--- config.mk ---
export PLATFORM = sky130hd
export DESIGN_NAME = eth_tx_scheduler_flat
export DESIGN_NICKNAME = d
export VERILOG_FILES = /design/src/rtl/eth_pkg.sv /design/src/rtl/eth_tx_scheduler_if.sv /design/src/rtl/eth_tx_scheduler_rr_arbiter.sv /design/src/rtl/eth_tx_scheduler.sv /design/src/flat_wrapper.sv
export SDC_FILE = /design/constraint.sdc
export NUM_CORES = 1
export LEC_CHECK = 0
export BUFFER_PORTS_ARGS = -buffer_cell sky130_fd_sc_hd__clkbuf_2
export CAP_MARGIN = 10
export CORE_AREA = 10 10 88 90
export DETAILED_ROUTE_END_ITERATION = 16
export DIE_AREA = 0 0 98 100
export PLACE_DENSITY_LB_ADDON = 0.1
export SKIP_LAST_GASP = 1
export SYNTH_ARGS = -nofsm -noshare
export SYNTH_HDL_FRONTEND = slang
export SYNTH_SLANG_ARGS = --single-unit
--- constraint.sdc ---
create_clock -name clk -period 3.7 [get_ports clk]
set_input_delay 0 -clock clk [delete_from_list [all_inputs] [get_ports clk]]
set_output_delay 0 -clock clk [all_outputs]
set_load 0.01 [all_outputs]
--- src/rtl/eth_pkg.sv ---
// Shared Ethernet TX definitions: frame length limits, inter-frame gap and the
// scheduler state encoding used by the encapsulator and its utilities.
package eth_pkg;

    localparam int LEN_W           = 16;
    localparam int LEN_MAX_PAYLOAD = 1500;
    localparam int IFG_BYTES       = 12;

    typedef enum logic [2:0] {
        IDLE,
        ARB,
        START,
        WAIT_DONE,
        IFG
    } sched_state_t;

    // Increment an index modulo n (n requesters numbered 0..n-1).
    function automatic int wrap_inc(input int idx, input int n);
        return (idx + 1 >= n) ? 0 : idx + 1;
    endfunction

endpackage

--- src/rtl/eth_tx_scheduler_if.sv ---
// Bundle between the payload requesters, the TX scheduler and the frame
// encapsulation engine. The scheduler uses the slave view.
interface eth_tx_scheduler_if #(
    parameter int NUM_REQ = 4,
    parameter int LEN_W   = eth_pkg::LEN_W
);

    logic [NUM_REQ-1:0]       req;
    logic [NUM_REQ*LEN_W-1:0] req_len;
    logic [NUM_REQ-1:0]       grant;
    logic                     frame_start;
    logic [LEN_W-1:0]         frame_len;
    logic                     eng_tx_en;
    logic                     frame_done;
    logic                     ifg_active;
    logic                     err_len;
    logic                     err_timeout;

    // Requesters plus engine side.
    modport master (
        output req,
        output req_len,
        output frame_done,
        input  grant,
        input  frame_start,
        input  frame_len,
        input  eng_tx_en,
        input  ifg_active,
        input  err_len,
        input  err_timeout
    );

    // Scheduler side.
    modport slave (
        input  req,
        input  req_len,
        input  frame_done,
        output grant,
        output frame_start,
        output frame_len,
        output eng_tx_en,
        output ifg_active,
        output err_len,
        output err_timeout
    );

endinterface

--- src/rtl/eth_tx_scheduler_rr_arbiter.sv ---
// Combinational round-robin pick: first asserted request at or above ptr,
// wrapping to 0. Returns the winner one-hot and as an index.
module rr_arbiter #(
    parameter int N  = 4,
    parameter int PW = (N > 1) ? $clog2(N) : 1
) (
    input  logic [N-1:0]  req,
    input  logic [PW-1:0] ptr,
    output logic [N-1:0]  grant,
    output logic [PW-1:0] idx,
    output logic          valid
);

    always_comb begin : p_pick
        logic [PW-1:0] j;
        grant = '0;
        idx   = '0;
        valid = 1'b0;
        j     = '0;
        for (int k = 0; k < N; k++) begin
            j = PW'((int'(ptr) + k) % N);
            if (!valid && req[j]) begin
                valid    = 1'b1;
                grant[j] = 1'b1;
                idx      = j;
            end
        end
    end

endmodule

--- src/rtl/eth_tx_scheduler.sv ---
// Round-robin scheduler sharing one frame-encapsulation engine between
// NUM_REQ payload buffers: length check, frame handshake, watchdog and IFG.
module eth_tx_scheduler #(
    parameter int NUM_REQ     = 4,
    parameter int LEN_W       = eth_pkg::LEN_W,
    parameter int MAX_PAYLOAD = eth_pkg::LEN_MAX_PAYLOAD,
    parameter int IFG_CYCLES  = eth_pkg::IFG_BYTES,
    parameter int TIMEOUT_CYC = 4096
) (
    input logic               clk,
    input logic               rst,
    eth_tx_scheduler_if.slave bus
);

    import eth_pkg::sched_state_t;
    import eth_pkg::IDLE;
    import eth_pkg::ARB;
    import eth_pkg::START;
    import eth_pkg::WAIT_DONE;
    import eth_pkg::IFG;
    import eth_pkg::wrap_inc;

    localparam int PTR_W = (NUM_REQ > 1) ? $clog2(NUM_REQ) : 1;
    localparam int WD_W  = $clog2(TIMEOUT_CYC);
    localparam int IFG_W = (IFG_CYCLES > 1) ? $clog2(IFG_CYCLES) : 1;
    localparam logic [LEN_W:0] MAX_LEN = (LEN_W + 1)'(MAX_PAYLOAD);

    sched_state_t       state_q, state_d;
    logic [PTR_W-1:0]   ptr_q, ptr_d;
    logic [PTR_W-1:0]   win_idx_q, win_idx_d;
    logic [NUM_REQ-1:0] win_oh_q, win_oh_d;
    logic [LEN_W-1:0]   frame_len_q, frame_len_d;
    logic [WD_W-1:0]    wd_q, wd_d;
    logic [IFG_W-1:0]   ifg_q, ifg_d;
    logic [NUM_REQ-1:0] grant_q, grant_d;
    logic               frame_start_q, frame_start_d;
    logic               eng_tx_en_q, eng_tx_en_d;
    logic               ifg_active_q, ifg_active_d;
    logic               err_len_q, err_len_d;
    logic               err_timeout_q, err_timeout_d;

    logic [NUM_REQ-1:0] arb_oh;
    logic [PTR_W-1:0]   arb_idx;
    logic               arb_valid;
    logic [LEN_W-1:0]   len_arr [NUM_REQ];
    logic               len_bad;
    logic               wd_expired;
    logic [PTR_W-1:0]   nxt_ptr;

    for (genvar i = 0; i < NUM_REQ; i++) begin : g_len
        assign len_arr[i] = bus.req_len[i*LEN_W +: LEN_W];
    end

    rr_arbiter #(
        .N  (NUM_REQ),
        .PW (PTR_W)
    ) u_rr_arbiter (
        .req   (bus.req),
        .ptr   (ptr_q),
        .grant (arb_oh),
        .idx   (arb_idx),
        .valid (arb_valid)
    );

    // Length is checked on the latched copy, so a requester changing req_len
    // after the IDLE sample cannot affect the accepted frame.
    assign len_bad    = (frame_len_q == '0) || ({1'b0, frame_len_q} > MAX_LEN);
    assign wd_expired = (wd_q == WD_W'(TIMEOUT_CYC - 1));
    assign nxt_ptr    = PTR_W'(wrap_inc(int'(win_idx_q), NUM_REQ));

    always_comb begin
        // NOTE: every _d takes its hold or idle value before the case, so no
        // path through the decode leaves a signal unassigned (no latches).
        state_d       = state_q;
        ptr_d         = ptr_q;
        win_idx_d     = win_idx_q;
        win_oh_d      = win_oh_q;
        frame_len_d   = frame_len_q;
        wd_d          = wd_q;
        ifg_d         = ifg_q;
        grant_d       = '0;
        frame_start_d = 1'b0;
        eng_tx_en_d   = 1'b0;
        ifg_active_d  = 1'b0;
        err_len_d     = 1'b0;
        err_timeout_d = 1'b0;

        case (state_q)
            IDLE: begin
                if (arb_valid) begin
                    win_idx_d   = arb_idx;
                    win_oh_d    = arb_oh;
                    frame_len_d = len_arr[arb_idx];
                    state_d     = ARB;
                end
            end

            ARB: begin
                if (len_bad) begin
                    err_len_d = 1'b1;
                    ptr_d     = nxt_ptr;
                    state_d   = IDLE;
                end else begin
                    grant_d     = win_oh_q;
                    eng_tx_en_d = 1'b1;
                    wd_d        = '0;
                    state_d     = START;
                end
            end

            START: begin
                grant_d       = win_oh_q;
                frame_start_d = 1'b1;
                eng_tx_en_d   = 1'b1;
                state_d       = WAIT_DONE;
            end

            WAIT_DONE: begin
                // frame_done takes priority over a watchdog expiring the same cycle.
                if (bus.frame_done || wd_expired) begin
                    err_timeout_d = !bus.frame_done;
                    ptr_d         = nxt_ptr;
                    ifg_d         = '0;
                    ifg_active_d  = 1'b1;
                    state_d       = IFG;
                end else begin
                    wd_d        = wd_q + WD_W'(1);
                    grant_d     = win_oh_q;
                    eng_tx_en_d = 1'b1;
                end
            end

            IFG: begin
                if (ifg_q == IFG_W'(IFG_CYCLES - 1)) begin
                    state_d = IDLE;
                end else begin
                    ifg_d        = ifg_q + IFG_W'(1);
                    ifg_active_d = 1'b1;
                end
            end

            default: state_d = IDLE;
        endcase
    end

    always_ff @(posedge clk) begin
        // NOTE: non-blocking assignments so every flop samples the pre-edge
        // value of its _d regardless of statement order.
        if (!rst) begin
            state_q       <= IDLE;
            ptr_q         <= '0;
            win_idx_q     <= '0;
            win_oh_q      <= '0;
            frame_len_q   <= '0;
            wd_q          <= '0;
            ifg_q         <= '0;
            grant_q       <= '0;
            frame_start_q <= 1'b0;
            eng_tx_en_q   <= 1'b0;
            ifg_active_q  <= 1'b0;
            err_len_q     <= 1'b0;
            err_timeout_q <= 1'b0;
        end else begin
            state_q       <= state_d;
            ptr_q         <= ptr_d;
            win_idx_q     <= win_idx_d;
            win_oh_q      <= win_oh_d;
            frame_len_q   <= frame_len_d;
            wd_q          <= wd_d;
            ifg_q         <= ifg_d;
            grant_q       <= grant_d;
            frame_start_q <= frame_start_d;
            eng_tx_en_q   <= eng_tx_en_d;
            ifg_active_q  <= ifg_active_d;
            err_len_q     <= err_len_d;
            err_timeout_q <= err_timeout_d;
        end
    end

    assign bus.grant       = grant_q;
    assign bus.frame_start = frame_start_q;
    assign bus.frame_len   = frame_len_q;
    assign bus.eng_tx_en   = eng_tx_en_q;
    assign bus.ifg_active  = ifg_active_q;
    assign bus.err_len     = err_len_q;
    assign bus.err_timeout = err_timeout_q;

endmodule
--- src/flat_wrapper.sv ---
// flat-port wrapper written by rule: the top's interface ports become plain ports
module eth_tx_scheduler_flat import eth_pkg::sched_state_t; import eth_pkg::IDLE; import eth_pkg::ARB; import eth_pkg::START; import eth_pkg::WAIT_DONE; import eth_pkg::IFG; import eth_pkg::wrap_inc;
#(
    parameter int NUM_REQ     = 4,
    parameter int LEN_W       = eth_pkg::LEN_W,
    parameter int MAX_PAYLOAD = eth_pkg::LEN_MAX_PAYLOAD,
    parameter int IFG_CYCLES  = eth_pkg::IFG_BYTES,
    parameter int TIMEOUT_CYC = 4096
)
  (clk, rst, bus_req, bus_req_len, bus_frame_done, bus_grant, bus_frame_start, bus_frame_len, bus_eng_tx_en, bus_ifg_active, bus_err_len, bus_err_timeout);
  eth_tx_scheduler_if #(.NUM_REQ(NUM_REQ), .LEN_W(LEN_W)) bus_i ();
  input logic clk;
  input logic rst;
  input wire logic [$bits(bus_i.req)-1:0] bus_req;
  input wire logic [$bits(bus_i.req_len)-1:0] bus_req_len;
  input wire logic [$bits(bus_i.frame_done)-1:0] bus_frame_done;
  output wire logic [$bits(bus_i.grant)-1:0] bus_grant;
  output wire logic [$bits(bus_i.frame_start)-1:0] bus_frame_start;
  output wire logic [$bits(bus_i.frame_len)-1:0] bus_frame_len;
  output wire logic [$bits(bus_i.eng_tx_en)-1:0] bus_eng_tx_en;
  output wire logic [$bits(bus_i.ifg_active)-1:0] bus_ifg_active;
  output wire logic [$bits(bus_i.err_len)-1:0] bus_err_len;
  output wire logic [$bits(bus_i.err_timeout)-1:0] bus_err_timeout;
  assign bus_i.req = bus_req;
  assign bus_i.req_len = bus_req_len;
  assign bus_i.frame_done = bus_frame_done;
  assign bus_grant = bus_i.grant;
  assign bus_frame_start = bus_i.frame_start;
  assign bus_frame_len = bus_i.frame_len;
  assign bus_eng_tx_en = bus_i.eng_tx_en;
  assign bus_ifg_active = bus_i.ifg_active;
  assign bus_err_len = bus_i.err_len;
  assign bus_err_timeout = bus_i.err_timeout;
  eth_tx_scheduler #(.NUM_REQ(NUM_REQ), .LEN_W(LEN_W), .MAX_PAYLOAD(MAX_PAYLOAD), .IFG_CYCLES(IFG_CYCLES), .TIMEOUT_CYC(TIMEOUT_CYC)) u_core (.clk(clk), .rst(rst), .bus(bus_i));
endmodule
## Yosys cells after proc, flatten, opt, wreduce, memory -nomap -nowiden

Index checks and enable logic that the tools add are counted.

- Bits in registers: 52
- Output and inout bits: 25
- Word-level logic and storage cells: 128

- $add $sub $neg: 6
- $lt $le $gt $ge: 11
- Equality and inequality tests: 13
- Mux-type cells: 57
- Bitwise logic cells: 4
- Reductions and logical operators: 24

Operators with widths:

| kind | count |
|---|---|
| 16-bit binary-select mux with 2-bit select | 1 |
| 16-bit 2-to-1 mux | 2 |
| 4-bit 2-to-1 mux | 8 |
| 12-bit 2-to-1 mux | 2 |
| 12-bit one-hot mux with 2 select lines | 1 |
| 1-bit 2-to-1 mux | 18 |
| 16-bit by 11-bit greater-than comparator with 1-bit output (second input constant) | 1 |
| 16-bit logical NOT | 1 |
| 2-bit 2-to-1 mux | 8 |
| 3-bit one-hot mux with 5 select lines | 1 |
| 3-bit AND reduction | 5 |
| 12-bit by 1-bit adder with 12-bit output (second input constant) | 1 |
| 12-bit equality test (second input constant) | 1 |
| 2-bit by 3-bit < comparator with 1-bit output (second input constant) | 4 |
| 4-bit OR | 3 |
| 4-bit one-hot mux with 3 select lines | 1 |
| 3-bit 2-to-1 mux | 3 |
| 1-bit binary-select mux with 2-bit select | 4 |
| 1-bit demux with 2-bit select | 4 |
| 2-bit by 1-bit greater-or-equal comparator with 1-bit output (second input constant) | 4 |
| 2-bit by 1-bit inequality test with 1-bit output (second input constant) | 4 |
| 4-bit one-hot mux with 2 select lines | 1 |
| 1-bit logical AND | 7 |
| 3-bit by 2-bit equality test with 1-bit output (second input constant) | 2 |
| other kinds (18) | 28 |

## Logic depth before layout (Yosys ltp)

- Depth in word-level cells: 16
- Gate-level depth with buffers: 12

## Hierarchy

From an unflattened synthesis, not the netlist that was laid out.

- Cell total of the unflattened synthesis: 319
- Area total of the unflattened synthesis: 3036.7 um^2

By module, submodules not included:

| module | instances | cells an instance | area each (um^2) |
|---|---|---|---|
| eth_tx_scheduler | 1 | 274 | 2617.5 |
| rr_arbiter | 1 | 45 | 419.2 |

## Worst setup path after synthesis

Ideal clock, no wire load.

- Path type: reg-to-reg
- From: reg u_core.ptr_q[0]
- To: reg u_core.frame_len_q[10] (netlist: u_core.bus.frame_len[10])
- Library setup time: 120 ps
- Arrival: 2772 ps
- Setup slack: 809 ps
- Cell stages (with the launch flop): 13
- Path through: dfxtp_1 buf_6 inv_1 ha_1 or3b_1 a2111o_1 nand3_2 o32a_1 buf_6 buf_12 mux2i_1 nor2_1 a211o_1

- Longest elaborated chain between the ends: 16

Ends and longest elaborated chain:

| what | RTL line | text |
|---|---|---|
| start: declaration | eth_tx_scheduler.sv:29 | `logic [PTR_W-1:0] ptr_q, ptr_d;` |
| start signal: assignment | eth_tx_scheduler.sv:165 | `ptr_q <= ptr_d;` |
| parallel branches: the longest is 16 deep, another holds 2-bit by 1-bit adder with 2-bit output | - |  |
| end signal: assignment | eth_tx_scheduler.sv:168 | `frame_len_q <= frame_len_d;` |
| end: declaration | eth_tx_scheduler.sv:32 | `logic [LEN_W-1:0] frame_len_q, frame_len_d;` |

Several ways; the timed one is not identified. The select of a mux whose other input is x is not followed.
A chain may end at the register's enable or synchronous reset.

## Final worst setup path

- From: reg u_core.ptr_q[0]
- To: reg u_core.frame_len_q[8] (netlist: u_core.bus.frame_len[8])

The elaborated chain is that of the path after synthesis.

==> flow_summary.toml <==
[status]
status = "complete, no violations"

[detailed_routing]
drtIter0Drc = 78
wl_per_cell_um = 15.02
via_count = 2606
detail-route-antenna-nets = 0
viasPerCell = 5.275
drc_errors = 0
dr.pass1.iters = 5
routed_wl_um = 7419

[sta]
slew_viol_final = 0
fmax_mhz = 315.6
rsz0062_at_grt = "false"
slew_headroom = 0.5326
finalCritPeriodShare = 0.8565
min_period_ns = 3.169
worst_slack_ns = 0.5311
tightest_slew_ns = 0.7012
skew_ns = 0.006956
finalSetupViolations = 0
final.setup.tns_ns = 0
finalHoldViolations = 0

[power]
p_seq_frac = 0.406
power_uw = 1671
combPwrFrac = 0.405
irDropWorstVdd_v = 0.0002134
cellLeakagePower_uw = 0.001702
netSwitchingFraction = 0.3521
clockPowerShare = 0.189
switchingPower_uw = 588.4
powerDensity_mw_per_mm2 = 467.7
intPower_uw = 1083

[synthesis]
synth_simple_gate_area_frac = 0.2150
ys_seq_area_frac = 0.3521
synth_top_area_frac = 0.3521
synth_top_family_by_area = "simple AND/OR/NAND/NOR gates"
netlist_area_mm2 = 0.002957
yosysTopAreaCell = "dfxtp_1"
synth_compound_area_frac = 0.1612
synth-edff-count = 0
synthMuxAreaShare = 0.1418
synth_fp_nets = 404
yosys_register_bits = 52
async_flop_share = 0
yosysWarnings = 0
synth_xor_area_frac = 0.03259
synthesis.instances = 322
synth_area_leaders = "dfxtp_1 35%, mux2i_1 12%, nor2_1 6.2%"
synthFlopType = "dfxtp_1"
yosys.area_share.adder = 0.04655
syn_avg_cell_area_um2 = 9.182
ys_types = 52

[clocking]
cts_root_buf = "clkbuf_8"
clockBufferDepth = 2
clkTransAtPathRegs_ns = 0.09
cts_num_sinks = 52
htree_num_levels = 2
numCtsBuffers = 5
tritoncts = "yes"
worstSkewPairLatency_ns = 0.30

[floorplanning]
fp-row-count = 29
start_util = 0.4821
io_pins = 96
core_mm2 = 0.006132
die_w_um = 98
die_h_um = 100
dieArea_mm2 = 0.009800

[place]
io_buffers = 95
gp_congestion = 0.7748
hpwl_um = 5698
dp_cells = 482
place_ws_ns = 0.8132

[worst_setup_path]
arrival_ns = 3.34
r2r_cells = 10
critPathKind = "reg2reg"
r2r_slack_ns = 0.53
worstPathMaxFanout = 33
worstPathRequired_ns = 3.87
endpoint_kind = "register"
timing.critical_path.from_type = "register"

[grt]
grt_pass1_vias = 2580
grt_max_degree = 34
grt_usage = 0.1462
overflow = 0
grt_pass1_wl_um = 12160
antenna_found_initial = 0

[flow_run]
cap_violations = 0

[final_layout]
num_antenna_cells = 0
area_growth_pct = 20.86
finalNonFillerCells = 494
n_fill_cell = 570
nNetsFinal = 498
layout-drive-gt1-share = 0.2806

[hold_path]
hold_path_class = "in2reg"
hold_depth = 4
==> layout make-up <==
cell class | instances | area, um2 | share of cell area
sequential | 52 | 1041 | 0.2913
timing repair buffer | 104 | 563.0 | 0.1576
clock buffer | 5 | 68.82 | 0.01926
multi-input combinational | 248 | 1767 | 0.4944
tap | 77 | 96.34 | 0.02696
inverter | 5 | 18.77 | 0.005252
clock inverter | 3 | 18.77 | 0.005252
==> kinds of logic (layout without fill, tap and decap cells) <==
family | Yosys count | in the layout
simple gates | 124 | 124
compound gates | 64 | 64
flops | 52 | 52
mux | 38 | 38
buf+inv | 22 | 117
fa+ha+maj | 11 | 11
xor+xnor | 11 | 11
==> path summary, 6_finish.rpt <==
check	from	end
worst max register to register	u_core.ptr_q[0]	u_core.bus.frame_len[8]
worst min register to register	u_core.win_oh_q[3]	u_core.bus.grant[3]
worst max-delay path	u_core.ptr_q[0]	u_core.bus.frame_len[8]
worst min-delay path	bus_req_len[37]	u_core.bus.frame_len[5]
==> worst max-delay path: stages (launching register included) <==
cell           delay, ns
dfxtp_1             0.34
inv_1               0.11
ha_1                0.41
or3b_1              0.39
a2111o_1            0.43
nand3_2             0.13
o32a_2              0.18
buf_12              0.23
mux2i_1             0.20
dlygate4sd3_1       0.56
o21ai_1             0.05
==> per-layer routing <==
metal,up-vias,wire (um),track usage
li1,1350,-,-
met1,1193,3314,0.1696
met2,57,3619,0.2548
met3,6,412,0.03846
met4,0,73,0.04922
met5,-,0,0
==> synthesized netlist by cell type, drive strengths merged, types with 5 or more instances <==
| cell | n |
|---|---|
| clkbuf | 6 |
| mux2i | 34 |
| a211o | 15 |
| nor2 | 49 |
| dfxtp | 52 |
| o211ai | 6 |
| and2 | 5 |
| a21oi | 10 |
| ha | 11 |
| nand3 | 8 |
| xnor2 | 11 |
| nor3 | 6 |
| nor2b | 8 |
| o21ai | 8 |
| o211a | 5 |
| buf | 11 |
| nand2 | 17 |
| inv | 5 |
| nor3b | 6 |
| a22oi | 8 |
==> per-stage QoR <==
step / cell area, um2 / hold WS, ns / utilization
after floorplan: 2957 / 0.07580 / -
after global placement: 3448 / 0.2046 / 0.5623
after detailed placement: 3448 / 0.2137 / 0.5623
after CTS: 3566 / 0.01270 / 0.5815
after global routing: 3573 / 0.03328 / 0.5827
final: 3573 / 0.02150 / 0.5827
==> registers in the layout (all words and copies together) (netlist names) <==
signal and flops:
u_core.wd_q 12, u_core.bus.err_len 1, u_core.bus.ifg_active 1, u_core.win_oh_q 4, u_core.state_q 3, u_core.ifg_q 4
u_core.bus.err_timeout 1, u_core.ptr_q 2, u_core.bus.frame_start 1, u_core.bus.grant 4, u_core.bus.eng_tx_en 1, u_core.win_idx_q 2
u_core.bus.frame_len 16
==> power groups by stage <==
stage | Sequential, uW | Combinational [uW] | Clock (uW)
floorplan | 708 | 522 | 0
global placement | 691 | 664 | 0
detailed placement | 692 | 675 | 0
CTS | 680 | 682 | 329
global route | 691 | 746 | 344
finish | 679 | 677 | 315
==> cells in the final DEF (no fill, tap or decap), drive strengths merged, types with 10 or more instances in the layout <==
cell type  instances
dfxtp             52
ha                11
nor2              49
mux2i             34
a21oi             10
nand2             17
xnor2             11
clkbuf           100
a211o             15
==> what timing repair did <==
item,4_1_cts,5_1_grt
buffers inserted,0,0
hold endpoints to repair,2,0
gates resized for setup,0,0
hold buffers,3,0
Power figures use the tool's default switching activity.
